## src/rtl/osc_freq_seg_display.sv

```systemverilog
// Counts rising edges of one selected oscillator over a fixed clk window and shows the count as a hex digit.
// Optional macro OVF_BLINK_EN: a saturated result (F) blinks on successive windows instead of holding steady.
module osc_freq_seg_display #(
  parameter int N_OSC       = 8,
  parameter int WIN_CYCLES  = 1024,
  parameter int SYNC_STAGES = 2
) (
  input  logic                     clk,
  input  logic                     rst_n,
  input  logic                     ena,
  input  logic [N_OSC-1:0]         osc_in,
  input  logic [$clog2(N_OSC)-1:0] sel,
  output logic [6:0]               seg_out,
  output logic                     done
);
  localparam int SEL_W = $clog2(N_OSC);
  localparam int WIN_W = $clog2(WIN_CYCLES);
  localparam int ARM_W = $clog2(SYNC_STAGES + 1);
  localparam logic [WIN_W-1:0] WIN_LAST = WIN_W'(WIN_CYCLES - 1);
  localparam logic [ARM_W-1:0] ARM_LAST = ARM_W'(SYNC_STAGES);

  typedef enum logic [1:0] {IDLE, ARM, COUNT} state_t;

  state_t             state_q, state_d;
  logic [ARM_W-1:0]   arm_q, arm_d;
  logic [WIN_W-1:0]   win_q, win_d;
  logic [3:0]         cnt_q, cnt_d;
  logic [6:0]         seg_q, seg_d;
  logic               done_q, done_d;
  logic [SEL_W-1:0]   sel_q;
  logic [N_OSC-1:0]   sync_q [SYNC_STAGES];
  logic [N_OSC-1:0]   prev_q;
  logic [SEL_W-1:0]   sel_idx;
  logic               osc_rise;
  logic               sel_chg;
  logic [4:0]         sum;
  logic [3:0]         result;

  function automatic logic [6:0] hex7(input logic [3:0] v);
    case (v)
      4'h0: hex7 = 7'h3F; 4'h1: hex7 = 7'h06; 4'h2: hex7 = 7'h5B; 4'h3: hex7 = 7'h4F;
      4'h4: hex7 = 7'h66; 4'h5: hex7 = 7'h6D; 4'h6: hex7 = 7'h7D; 4'h7: hex7 = 7'h07;
      4'h8: hex7 = 7'h7F; 4'h9: hex7 = 7'h6F; 4'hA: hex7 = 7'h77; 4'hB: hex7 = 7'h7C;
      4'hC: hex7 = 7'h39; 4'hD: hex7 = 7'h5E; 4'hE: hex7 = 7'h79; default: hex7 = 7'h71;
    endcase
  endfunction

  always_ff @(posedge clk) begin
    if (!rst_n) begin
      for (int i = 0; i < SYNC_STAGES; i++) sync_q[i] <= '0;
      prev_q <= '0;
      sel_q  <= '0;
    end else begin
      sync_q[0] <= osc_in;
      for (int i = 1; i < SYNC_STAGES; i++) sync_q[i] <= sync_q[i-1];
      prev_q <= sync_q[SYNC_STAGES-1];
      sel_q  <= sel;
    end
  end

  // Out-of-range selects fall back to channel 0.
  always_comb begin
    sel_idx  = (32'(sel) < N_OSC) ? sel : '0;
    osc_rise = sync_q[SYNC_STAGES-1][sel_idx] & ~prev_q[sel_idx];
    sel_chg  = (sel != sel_q);
    sum      = {1'b0, cnt_q} + 5'(osc_rise);
    result   = sum[4] ? 4'hF : sum[3:0];
  end

`ifdef OVF_BLINK_EN
  logic blink_q, blink_d;
  always_ff @(posedge clk) begin
    if (!rst_n) blink_q <= 1'b0;
    else        blink_q <= blink_d;
  end
`endif

  always_comb begin
    state_d = state_q;
    arm_d   = arm_q;
    win_d   = win_q;
    cnt_d   = cnt_q;
    seg_d   = seg_q;
    done_d  = 1'b0;
`ifdef OVF_BLINK_EN
    blink_d = blink_q;
`endif
    // Disable beats a simultaneous select change.
    if (!ena) begin
      state_d = IDLE;
      arm_d   = '0;
      win_d   = '0;
      cnt_d   = '0;
    end else begin
      case (state_q)
        IDLE: begin
          state_d = ARM;
          arm_d   = '0;
          win_d   = '0;
          cnt_d   = '0;
        end
        ARM: begin
          if (sel_chg) begin
            arm_d = '0;
          end else if (arm_q == ARM_LAST) begin
            state_d = COUNT;
            win_d   = '0;
            cnt_d   = '0;
          end else begin
            arm_d = arm_q + 1'b1;
          end
        end
        COUNT: begin
          if (sel_chg) begin
            state_d = ARM;
            arm_d   = '0;
            win_d   = '0;
            cnt_d   = '0;
          end else if (win_q == WIN_LAST) begin
            done_d = 1'b1;
            win_d  = '0;
            cnt_d  = '0;
`ifdef OVF_BLINK_EN
            if (result == 4'hF) begin
              seg_d   = blink_q ? 7'h00 : 7'h71;
              blink_d = ~blink_q;
            end else begin
              seg_d   = hex7(result);
              blink_d = 1'b0;
            end
`else
            seg_d = hex7(result);
`endif
          end else begin
            win_d = win_q + 1'b1;
            cnt_d = result;
          end
        end
        default: state_d = IDLE;
      endcase
    end
  end

  always_ff @(posedge clk) begin
    if (!rst_n) begin
      state_q <= IDLE;
      arm_q   <= '0;
      win_q   <= '0;
      cnt_q   <= '0;
      seg_q   <= 7'h3F;
      done_q  <= 1'b0;
    end else begin
      state_q <= state_d;
      arm_q   <= arm_d;
      win_q   <= win_d;
      cnt_q   <= cnt_d;
      seg_q   <= seg_d;
      done_q  <= done_d;
    end
  end

  assign seg_out = seg_q;
  assign done    = done_q;
endmodule
```

## config.mk

```make
export PLATFORM = sky130hd
export DESIGN_NAME = osc_freq_seg_display
export DESIGN_NICKNAME = d
export VERILOG_FILES = /design/src/rtl/osc_freq_seg_display.sv
export SDC_FILE = /design/constraint.sdc
export NUM_CORES = 1
export LEC_CHECK = 0
export BUFFER_PORTS_ARGS = -buffer_cell sky130_fd_sc_hd__buf_4
export CAP_MARGIN = 0
export CORE_ASPECT_RATIO = 1.4
export CORE_UTILIZATION = 58
export CTS_CLUSTER_DIAMETER = 200
export CTS_CLUSTER_SIZE = 25
export DETAILED_ROUTE_END_ITERATION = 7
export PLACE_DENSITY = 0.75
export SETUP_SLACK_MARGIN = 0.4
export SYNTH_ARGS = -nofsm -noshare
export SYNTH_HDL_FRONTEND = slang
export SYNTH_SLANG_ARGS = --single-unit
```

## constraint.sdc

```tcl
create_clock -name clk -period 3.82 [get_ports clk]
set_clock_uncertainty 0.1 [all_clocks]
set_input_delay 0.382 -clock clk [delete_from_list [all_inputs] [get_ports clk]]
set_output_delay 0.382 -clock clk [all_outputs]
set_load 0.03 [all_outputs]
```

After elaboration in Yosys (flattened, before gate mapping)
Memory sizes are Yosys's and may differ from the RTL's. A register that Yosys moved wholly into a read port is not among the register bits.
Index checks and enable logic that the tools add are counted.
{ "op_classes": {"addsub": 3, "magnitude_cmp": 1, "eq_ne": 9, "mux": 28, "bitwise_logic": 8, "reduce_logical": 9} }
{ "op_table": {"columns": ["op", "count"], "rows": [
  ["10-bit 2-to-1 mux", 4],
  ["10-bit one-hot mux with 3 select lines", 1],
  ["4-bit 2-to-1 mux", 5],
  ["8-bit 2-to-1 mux", 2],
  ["2-bit 2-to-1 mux", 6],
  ["2-bit one-hot mux with 3 select lines", 2],
  ["4-bit one-hot mux with 3 select lines", 1],
  ["10-bit by 1-bit adder with 10-bit output, second input constant", 1],
  ["10-bit == test, second input constant", 1],
  ["3-bit AND reduction", 3],
  ["1-bit binary-select mux with 3-bit select", 2],
  ["2-bit != test, second input constant", 3],
  ["4-bit by 1-bit adder with 5-bit output", 1],
  ["1-bit 2-to-1 mux", 5],
  ["1-bit NOT", 5],
  ["2-bit == test, second input constant", 2],
  ["3-bit by 4-bit < comparator with 1-bit output, second input constant", 1],
  ["4-bit AND reduction", 1],
  ["4-bit OR reduction", 1],
  ["3-bit != test", 1],
  ["3-bit != test, second input constant", 1],
  ["3-bit nonzero test", 1],
  ["2-bit by 1-bit adder with 2-bit output, second input constant", 1],
  ["2-bit by 1-bit == test with 1-bit output, second input constant", 1],
  ["5 further kinds", 6]
]} }
{ "word_totals": {"ff_bits": 30, "mem_bits_rw": 16, "mem_bits_ro": 112, "inputBits": 14, "memories": 2} }
{ "mem_list": {"columns": ["memory", "words", "width", "read_ports", "rd_ports_with_merged_regs", "wr", "line_no", "text"], "rows": [
  ["(name not given)", 16, 7, 1, 1, 0, "40", "case (v)"],
  ["sync_q", 2, 8, 2, 0, 2, "31", "logic [N_OSC-1:0] sync_q [SYNC_STAGES];"]
]} }

Logic depth before layout (Yosys ltp)
Gate-level depths: netlist (run 1).
{ "logic_depth": {"depth_word": 9, "mapped_depth": 13, "mapped_depth_nobuf": 12} }

Least setup slack after synthesis (run 1)
No wires, ideal clock.
{ "synth_path": {"kind": "input to register", "from": "input port sel[0]", "to": "register seg_q[6], in the netlist seg_out[6]", "setup_time_ns": 0.066, "arrival_time_ns": 2.858, "slack_ns": 0.795, "cell_stages": 11, "path_cell_list": "buf_2 -> o32ai_1 -> mux4_2 -> ha_1 -> ha_1 -> nand2b_1 -> inv_1 -> ha_1 -> mux2_4 -> a221o_1 -> a21oi_2"} }
{ "synth_via": {"elab_chain_cells": 6, "word_cells_on_any_way": 11, "classes_between": "add/sub (1); eq/ne (1); mux (5); bitwise (3); reduce/logical (1)"} }
{ "synth_lines": {"columns": ["element", "line_no", "text"], "rows": [
  ["from (decl)", "12", "input logic [$clog2(N_OSC)-1:0] sel,"],
  ["1-bit binary-select mux with 3-bit select", "64", "osc_rise = sync_q[SYNC_STAGES-1][sel_idx] & ~prev_q[sel_idx];"],
  ["1-bit 2-to-1 mux (implied by the code)", "64", null],
  ["1-bit NOT", "64", null],
  ["1-bit bitwise AND", "64", null],
  ["4-bit by 1-bit adder with 5-bit output", "66", "sum = {1'b0, cnt_q} + 5'(osc_rise);"],
  ["4-bit 2-to-1 mux", "67", "result = sum[4] ? 4'hF : sum[3:0];"],
  ["to (decl)", "28", "logic [6:0] seg_q, seg_d;"]
]} }
Parallel ways exist; a longest one is shown, timed or not. The select of a mux whose other input is x is not followed.
A chain may end at the register's enable or synchronous reset.

==> results of run 1 <==
==> cells by family (layout without fill, tap and decap cells) <==
| family | count (synthesis) | count (layout) | synth area share |
|---|---|---|---|
| and+or+nand+nor | 111 | 111 | 0.252 |
| DFF | 53 | 53 | 0.453 |
| AOI/OAI and AO/OA | 50 | 50 | 0.160 |
| buffers and inverters | 20 | 41 | 0.0347 |
| adders and majority gates | 10 | 10 | 0.0534 |
| muxes | 4 | 4 | 0.0245 |
| xor gates and xnor gates | 3 | 3 | 0.0224 |
==> layout make-up <==
class | count | share of cell area
multi-input combinational | 178 | 0.459
sequential | 53 | 0.405
timing repair buffer | 21 | 0.0602
clock buffer | 5 | 0.0263
tap | 43 | 0.0206
inverter | 12 | 0.0172
clock inverter | 3 | 0.0110
==> flip-flops by register name (all words and copies together) (netlist names) <==
register,cells
arm_q,2
cnt_q,4
done,1
prev_q,8
seg_out,7
sel_q,3
state_q,2
sync_q,16
win_q,10
==> report_power, final <==
part           internal [mW]  switching [mW]
Combinational         0.0278          0.0329
Clock                  0.137           0.199
Sequential             0.565         0.00496
==> cells in the mapped netlist, types with 2 or more instances <==
cell        n
nand2_1    23
dfxtp_1    53
mux2i_1     2
clkbuf_1    5
a41oi_1     2
nand2b_1    4
a31oi_1     5
o32ai_1     4
nor3_1      6
and2_1     24
nor4_1      2
o21ai_0     7
a311oi_1    3
a211oi_1    2
a21oi_1     6
nor2_1     22
inv_1      12
or3_1       3
a22oi_1     5
nand3_1    11
nand3_2     2
a221o_1     2
buf_2       2
o2bb2ai_1   3
nor2b_1     2
nand4_1     3
ha_1       10
o211ai_1    3
==> per-stage QoR <==
stage	setup WS [ns]	total power, mW	hold WS, ns	instance area, um2	std cells
2_1_floorplan	0.795	0.622	0.312	2340	251
3_3_place_gp	0.701	0.642	0.313	2520	307
3_5_place_dp	0.609	0.643	0.319	2520	307
4_1_cts	0.789	0.976	0.159	2620	315
5_1_grt	0.600	1.01	0.154	2620	315
6_report	0.795	0.966	0.167	2620	315
==> worst min path at each step <==
stage | start | end | slack (ns) | cells past startpoint
floorplan | sync_q[0][2] | sync_q[0][10] | 0.31 | 1
global placement | sync_q[0][7] | sync_q[0][15] | 0.31 | 1
detailed placement | sync_q[0][6] | sync_q[0][14] | 0.32 | 1
CTS | osc_in[7] | sync_q[0][7] | 0.16 | 2
global route | osc_in[5] | sync_q[0][5] | 0.15 | 2
finish | osc_in[2] | sync_q[0][2] | 0.17 | 2
==> per-layer routing <==
layer,track usage,vias up
met5,0,-
met4,0.105,0
met3,0.0422,10
met2,0.395,33
met1,0.247,853
li1,-,931
==> results.json, run 1 <==
{
  "status": "completed",
  "nNetsFinal": 295,
  "place_hpwl_mm": 3.05,
  "path_buf_inv": 2,
  "post-cts-setup-buffer-count": 0,
  "die_x_um": 55.7,
  "yosys_warnings": 0,
  "synthCells": 251,
  "wl_met3_um": 112,
  "min_period_ns": 3.02,
  "area_growth_syn_to_layout_pct": 11.6,
  "yosys.area.top_type": "dfxtp_1",
  "max_freq_mhz": 331,
  "antenna_cells": 0,
  "ys_seq_area_frac": 0.453,
  "final_common_cell": "dfxtp_1",
  "relSlewSlack": 0.565,
  "die_y_um": 77.2,
  "std_cell_rows": 27,
  "routedWlPerCell_um": 13.6,
  "initial_core_util": 0.604,
  "tightest_slew_ns": 0.644,
  "cp_top_family": "compound AO/OA/AOI/OAI gates",
  "clk_pin_slew_ns": 0.10,
  "antenna_found_initial": 0,
  "startpoint_type": "register",
  "met1_length_mm": 1.88,
  "numCtsBuffers": 5,
  "slew_violations": 0,
  "ioPinCount": 22,
  "viasPerCell": 5.80,
  "seqCellArea_um2": 1060,
  "grt_max_degree": 32,
  "wl_mm": 4.29,
  "layout_common_cells": "dfxtp_1 (53), and2_1 (24), nand2_1 (23), nor2_1 (22), buf_4 (21)",
  "fin_crit_sh": 0.792,
  "cts_resized": 0,
  "cts.sinks": 53,
  "setup_viol": 0,
  "vias": 1827,
  "die-area_um2": 4300,
  "cts_tree": "done",
  "critPathLaunch": "sync_q[0][10]",
  "power_leakage_nw": 0.997,
  "drive_gt1_frac": 0.158,
  "top_layer": "met4",
  "r2r_start": "sync_q[0][10]",
  "p_per_area_nw_per_um2": 369,
  "crit_path_max_fanout": 5,
  "synth_area_um2": 2340,
  "coreArea_um2": 3880,
  "cts.path.max_buffers": 2,
  "root_buffer": "clkbuf_8",
  "ant_nets": 0,
  "crit_path_top_delay_cell": "a221o_1",
  "crit_end": "seg_out[6]",
  "critPathKind": "reg2reg",
  "synth-seq-cells": 53,
  "grt_pass1_wl_mm": 7.56,
  "post-route-drc-count": 0,
  "r2r-end": "seg_out[6]",
  "worstPathRequired_ns": 3.97,
  "worst_setup_path_end_kind": "register",
  "rrSetupSlack_ns": 0.80,
  "ctsHoldBuffers": 0,
  "path_cells": "inv_1 > o32ai_1 > mux4_2 > ha_1 > ha_1 > nand3_1 > nand2b_1 > inv_1 > ha_1 > mux2_4 > a221o_1 > a21oi_2",
  "grt_pass1_vias": 1775,
  "io_buffers": 21,
  "dr.pass1.iters": 4,
  "cp_slowest_stage_delay_ns": 0.36,
  "ir_drop_mv": 0.321,
  "routabilityCongestion": 0.891,
  "yosysTopAreaCellShare": 0.453,
  "syn_nets": 275,
  "hold_class": "in2reg",
  "async_flop_share": 0,
  "insertion_delay_ns": 0.31,
  "rsz0062_at_grt": "false",
  "multiInputGateArea_um2": 1200,
  "track_usage": 0.221,
  "synthDistinctLibCells": 51,
  "avgSynthCellArea_um2": 9.34,
  "tns_ns": 0,
  "drt_iter0_markers": 61,
  "critPathArrivalTime_ns": 3.18,
  "r2r_cells": 12,
  "cap_violations": 0,
  "netlist_top_cells_area": "dfxtp_1 (45%), and2_1 (6.4%), ha_1 (5.3%)",
  "crit_path_frequent_cell": "ha_1",
  "hold_viol": 0,
  "globalRoute.totalOverflow": 0,
  "synth_edf_count": 0,
  "htree_levels": 2,
  "critical_path_cell_count": 12,
  "synth_ff_type": "dfxtp_1",
  "wl_met2_mm": 2.21,
  "final_core_util": 0.674,
  "fill_cells": 316
}
No activity file was read; power rests on OpenSTA's default activity.
==> inputs of run 2 (changes only) <==
--- a/config.mk
+++ b/config.mk
@@ -8,11 +8,11 @@
 export BUFFER_PORTS_ARGS = -buffer_cell sky130_fd_sc_hd__buf_4
 export CAP_MARGIN = 0
 export CORE_ASPECT_RATIO = 1.4
-export CORE_UTILIZATION = 58
+export CORE_UTILIZATION = 52
 export CTS_CLUSTER_DIAMETER = 200
 export CTS_CLUSTER_SIZE = 25
 export DETAILED_ROUTE_END_ITERATION = 7
-export PLACE_DENSITY = 0.75
+export PLACE_DENSITY = 0.71
 export SETUP_SLACK_MARGIN = 0.4
 export SYNTH_ARGS = -nofsm -noshare
 export SYNTH_HDL_FRONTEND = slang
==> constraint.sdc (replaced) <==
create_clock -name clk -period 2.7 [get_ports clk]
set_clock_uncertainty 0.1 [all_clocks]
set_input_delay 0.27 -clock clk [delete_from_list [all_inputs] [get_ports clk]]
set_output_delay 0.27 -clock clk [all_outputs]
set_load 0.03 [all_outputs]
==> run 2 against run 1 <==
Compared with the run above:
- clock power up 43%
- wire length up 11%
- worst hold slack worse by 0.11 ns
- clock-buffer cell count unchanged
- utilization up 1.7 points
- die area up 11%
- via count up 4.6%
- critical endpoint unchanged
==> results.json, run 2 (synthesis results as in run 1) <==
{
  "status": "completed",
  "die-area_um2": 4790,
  "switchingPower_mw": 0.348,
  "tns_ns": 0,
  "pwr-share-clk": 0.344,
  "nNetsFinal": 313,
  "setup_viol": 0,
  "rsz0062_at_grt": "true",
  "relSlewSlack": 0.577,
  "layout_common_cells": "dfxtp_1 (48), buf_4 (36), and2_1 (24), nand2_1 (21), nor2_1 (21)",
  "cts.path.max_buffers": 2,
  "slew_violations": 0,
  "drive_gt1_frac": 0.314,
  "cts_tree": "done",
  "coreArea_um2": 4270,
  "viasPerCell": 5.46,
  "globalRoute.totalOverflow": 0,
  "pwr-share-comb": 0.078,
  "tightest_slew_ns": 0.632,
  "std_cell_rows": 28,
  "worst_setup_path_end_kind": "register",
  "seqPwrFrac": 0.578,
  "track_usage": 0.215,
  "dr.pass1.iters": 4,
  "reg_top3": "sync_q: 16 flops, win_q: 10 flops, prev_q: 8 flops",
  "clk_pin_slew_ns": 0.10,
  "top_register": "sync_q",
  "ctsHoldBuffers": 0,
  "wl_met2_mm": 2.48,
  "numCtsBuffers": 5,
  "ioPinCount": 22,
  "cap_violations": 0,
  "crit_path_max_fanout": 3,
  "largest_reg_flops": 16,
  "post-route-drc-count": 0,
  "ir_drop_mv": 0.442,
  "routabilityCongestion": 0.870,
  "final_common_cell": "dfxtp_1",
  "insertion_delay_ns": 0.31,
  "io_buffers": 21,
  "startpoint_type": "register",
  "grt_max_degree": 32,
  "drt_iter0_markers": 87,
  "ant_nets": 0,
  "critPathArrivalTime_ns": 2.80,
  "cts.sinks": 53,
  "initial_core_util": 0.549,
  "p_int_mw": 1.05,
  "root_buffer": "clkbuf_8",
  "grt_pass1_wl_mm": 7.82,
  "antenna_found_initial": 0,
  "hold_class": "in2reg",
  "vias": 1911,
  "htree_levels": 2,
  "area_growth_syn_to_layout_pct": 26.0,
  "die_y_um": 81.5,
  "grt_pass1_vias": 1800,
  "max_freq_mhz": 378,
  "worstPathRequired_ns": 2.85,
  "hold_viol": 0,
  "met1_length_mm": 2.07,
  "antenna_cells": 0,
  "die_x_um": 58.8,
  "p_total_mw": 1.40,
  "switching_share": 0.249,
  "wl_met3_um": 139,
  "routedWlPerCell_um": 13.6,
  "top_layer": "met4",
  "fin_crit_sh": 0.980,
  "p_per_area_nw_per_um2": 473,
  "place_hpwl_mm": 3.31,
  "min_period_ns": 2.64,
  "power_leakage_nw": 1.10,
  "wl_mm": 4.77,
  "critPathKind": "reg2reg"
}
[run 2: changes by cell type in the layout (fill, tap and decap cells not counted), moves of 2 or more]
cell / before / now
dfxtp_1: 53 / 48
buf_6: 0 / 2
nand2b_4: 0 / 2
ha_1: 10 / 5
inv_1: 12 / 6
buf_4: 21 / 36
o32ai_1: 4 / 0
ha_4: 0 / 4
inv_2: 0 / 5
o32ai_2: 0 / 4
nand2_1: 23 / 21
dfxtp_2: 0 / 5
nand2b_1: 4 / 2
nand2_2: 0 / 2
[run 2: repair_timing]
| action | in CTS | in global routing |
|---|---|---|
| buffers inserted | 2 | 5 |
| cloned | 0 | 1 |
| endpoints found under the setup margin | 7 | 8 |
| gates resized for setup | 13 | 13 |
| pin swaps | 6 | 9 |
[run 2: path summary, 6_finish.rpt]
path / cells after the start / slack, ns / to / from
worst min-delay path: 2 / 0.06 / sync_q[0][3] / osc_in[3]
worst max-delay path: 11 / 0.06 / seg_out[6] / sync_q[0][9]
worst max register to register: 11 / 0.06 / seg_out[6] / sync_q[0][9]
worst min register to register: 1 / 0.34 / sync_q[0][12] / sync_q[0][4]
[run 2: metrics by stage]
stage / utilization / worst slack [ns] / cells / hold slack, ns / instance area, um2
after global placement: 0.631 / -0.0191 / 334 / 0.313 / 2700
after CTS: 0.669 / 0.109 / 344 / 0.0523 / 2860
after detailed placement: 0.631 / -0.0281 / 334 / 0.318 / 2700
after global routing: 0.691 / -0.0290 / 350 / 0.0524 / 2950
final: 0.691 / 0.0551 / 350 / 0.0612 / 2950
after floorplan: - / 0.100 / 251 / 0.292 / 2440
[run 2: power by group through the flow]
stage / combinational, mW / sequential (mW) / clock [mW]
floorplan: 0.0652 / 0.822 / 0
global placement: 0.0956 / 0.824 / 0
detailed placement: 0.0965 / 0.824 / 0
CTS: 0.101 / 0.807 / 0.491
global route: 0.119 / 0.810 / 0.523
finish: 0.109 / 0.808 / 0.480
[run 2: per-layer routing]
| metal | global-route usage | vias to the layer above |
|---|---|---|
| met1 | 0.231 | 896 |
| met5 | 0 | - |
| met2 | 0.398 | 36 |
| met3 | 0.0409 | 6 |
| met4 | 0.0976 | 0 |
| li1 | - | 973 |
[run 2: area by class of cell]
cell class / instances / area (um2)
Multi-Input combinational cell: 179 / 1370
Fill cell: 354 / 1320
Sequential cell: 53 / 1070
Timing Repair Buffer: 38 / 293
Tap cell: 60 / 75.1
Clock buffer: 5 / 68.8
Inverter: 12 / 47.5
Clock inverter: 3 / 28.8
[run 2: critical path, stage by stage (launching register included)]
cell and delay, ns:
dfxtp_2 0.34, nand2_2 0.07, o32ai_2 0.08, mux4_2 0.50
ha_4 0.19, ha_4 0.25, nand2b_4 0.14, inv_4 0.05
ha_4 0.15, mux2_4 0.27, a221o_1 0.33, a21oi_2 0.11
==> inputs of run 3 (changes only) <==
--- a/config.mk
+++ b/config.mk
@@ -12,7 +12,7 @@
 export CTS_CLUSTER_DIAMETER = 200
 export CTS_CLUSTER_SIZE = 25
 export DETAILED_ROUTE_END_ITERATION = 7
-export PLACE_DENSITY = 0.71
+export PLACE_DENSITY = 0.74
 export SETUP_SLACK_MARGIN = 0.4
 export SYNTH_ARGS = -nofsm -noshare
 export SYNTH_HDL_FRONTEND = slang
==> run 3 against run 2 <==
Compared with the run above:
- critical path depth down 1
- die area unchanged
- sequential power about the same
- largest power group unchanged
==> results.json, run 3 (synthesis results as in run 1) <==
{
  "status": "completed",
  "antenna_cells": 0,
  "grt_pass1_wl_mm": 8.11,
  "switching_share": 0.255,
  "place_hpwl_mm": 3.26,
  "startpoint_type": "register",
  "pwr-share-clk": 0.346,
  "final_core_util": 0.714,
  "cts_tree": "done",
  "ioPinCount": 22,
  "cts.path.max_buffers": 2,
  "die_y_um": 81.5,
  "grt_pass1_vias": 1806,
  "layout.cells.non_filler": 350,
  "cp_top_family": "simple AND/OR/NAND/NOR gates",
  "cp_slowest_stage_delay_ns": 0.49,
  "final_common_cell": "dfxtp_1",
  "grt_max_degree": 32,
  "critPathLaunch": "sync_q[0][11]",
  "r2r_start": "sync_q[0][11]",
  "crit_path_max_fanout": 4,
  "viasPerCell": 5.50,
  "ant_nets": 0,
  "r2r-end": "seg_out[3]",
  "ctsHoldBuffers": 0,
  "cts.sinks": 53,
  "path_buf_inv": 0,
  "max_freq_mhz": 374,
  "min_from": "osc_in[7]",
  "wl_mm": 5.06,
  "drive_gt1_frac": 0.341,
  "p_int_mw": 1.05,
  "r2r_cells": 10,
  "initial_core_util": 0.549,
  "path_cells": "nand2_2 > o32ai_4 > mux4_2 > ha_4 > ha_4 > and3b_2 > or2_4 > and3_4 > a2111oi_4 > a211o_1",
  "root_buffer": "clkbuf_8",
  "crit_path_top_delay_cell": "mux4_2",
  "rsz0062_at_grt": "true",
  "p_per_area_nw_per_um2": 462,
  "hold_end": "sync_q[0][7]",
  "die-area_um2": 4790,
  "top_register": "sync_q",
  "track_usage": 0.221,
  "dr.pass1.iters": 4,
  "io_buffers": 21,
  "die_x_um": 58.8,
  "switchingPower_mw": 0.360,
  "ir_drop_mv": 0.544,
  "rrSetupSlack_ns": 0.03,
  "min_period_ns": 2.67,
  "routabilityCongestion": 0.913,
  "insertion_delay_ns": 0.31,
  "slew_violations": 0,
  "holdPathStages": 2,
  "layout_common_cells": "dfxtp_1 (50), buf_4 (35), and2_1 (24), nor2_1 (20), nand2_1 (19)",
  "clk_pin_slew_ns": 0.10,
  "reg_top3": "sync_q: 16 flops, win_q: 10 flops, prev_q: 8 flops",
  "routedWlPerCell_um": 14.5,
  "critPathArrivalTime_ns": 2.84,
  "tns_ns": 0,
  "largest_reg_flops": 16,
  "globalRoute.totalOverflow": 0,
  "nNetsFinal": 313,
  "coreArea_um2": 4270,
  "critPathKind": "reg2reg",
  "cap_violations": 0,
  "antenna_found_initial": 0,
  "drt_iter0_markers": 123,
  "worst_setup_path_end_kind": "register",
  "crit_path_frequent_cell": "ha_4",
  "std_cell_rows": 28,
  "htree_levels": 2,
  "relSlewSlack": 0.526,
  "hold_viol": 0,
  "power_leakage_nw": 1.13,
  "post-route-drc-count": 0,
  "tightest_slew_ns": 0.709,
  "area_growth_syn_to_layout_pct": 30.1,
  "vias": 1926,
  "fin_crit_sh": 0.990,
  "hold_class": "in2reg",
  "setup_viol": 0,
  "placedCellCount": 332,
  "pwr-share-comb": 0.082,
  "worstPathRequired_ns": 2.86,
  "numCtsBuffers": 5,
  "seqPwrFrac": 0.573
}
run 3: cell types whose count changed in the layout (fill, tap and decap cells not counted), moves of 2 or more:
cell	previous run	this run
a22oi_1	5	2
a22oi_2	0	3
buf_6	2	4
dfxtp_1	48	50
dfxtp_2	5	3
ha_4	4	6
nand2_1	21	19
o2bb2ai_1	3	1
o2bb2ai_2	0	2
run 3: worst register-to-register path, cell delays in order (launching register included):
cell       delay [ns]
dfxtp_2          0.34
nand2_2          0.08
o32ai_4          0.08
mux4_2           0.49
ha_4             0.20
ha_4             0.18
and3b_2          0.24
or2_4            0.29
and3_4           0.16
a2111oi_4        0.32
a211o_1          0.14
run 3: how the worst max path moves through the flow:
stage / to / slack [ns] / depth (start not counted)
floorplan: seg_out[6] / 0.10 / 11
global placement: seg_out[3] / 0.008 / 12
detailed placement: seg_out[3] / -0.03 / 12
CTS: seg_out[6] / 0.09 / 11
global route: seg_out[3] / -0.05 / 10
finish: seg_out[3] / 0.03 / 10
run 3: through the flow:
step,total power [mW],hold WS (ns),worst slack [ns],cell area (um2)
final,1.41,0.0610,0.0264,3050
after global routing,1.46,0.0586,-0.0497,3050
after CTS,1.41,0.0526,0.0892,2910
after detailed placement,0.919,0.319,-0.0289,2680
after global placement,0.916,0.313,0.00779,2680
after floorplan,0.888,0.292,0.100,2440
run 3: timing repair:
item / CTS / global route
setup buffers: 6 / 4
resized for setup: 18 / 23
endpoints found under the setup margin: 7 / 9
gates cloned: 0 / 0
pin swaps: 8 / 19
run 3: power groups by stage:
stage,clock network [mW],registers (mW),logic [mW]
final,0.488,0.808,0.115
after global routing,0.522,0.809,0.126
after CTS,0.496,0.807,0.103
after detailed placement,0,0.824,0.0944
after global placement,0,0.824,0.0926
after floorplan,0,0.822,0.0652
run 3: per-layer routing:
layer	wire length [um]	global-route usage	vias to the layer above
met4	137	0.0952	0
li1	-	-	969
met5	0	0	-
met2	2650	0.403	35
met1	2140	0.244	907
met3	141	0.0425	15
run 3: area by class of cell:
type	count	area, um2
multi-input cells	178	1460
well taps	60	75.1
inverters	12	47.5
clock buffers	5	68.8
clock inverters	3	28.8
flip-flops and latches	53	1060
fillers	339	1220
repair buffers	39	308
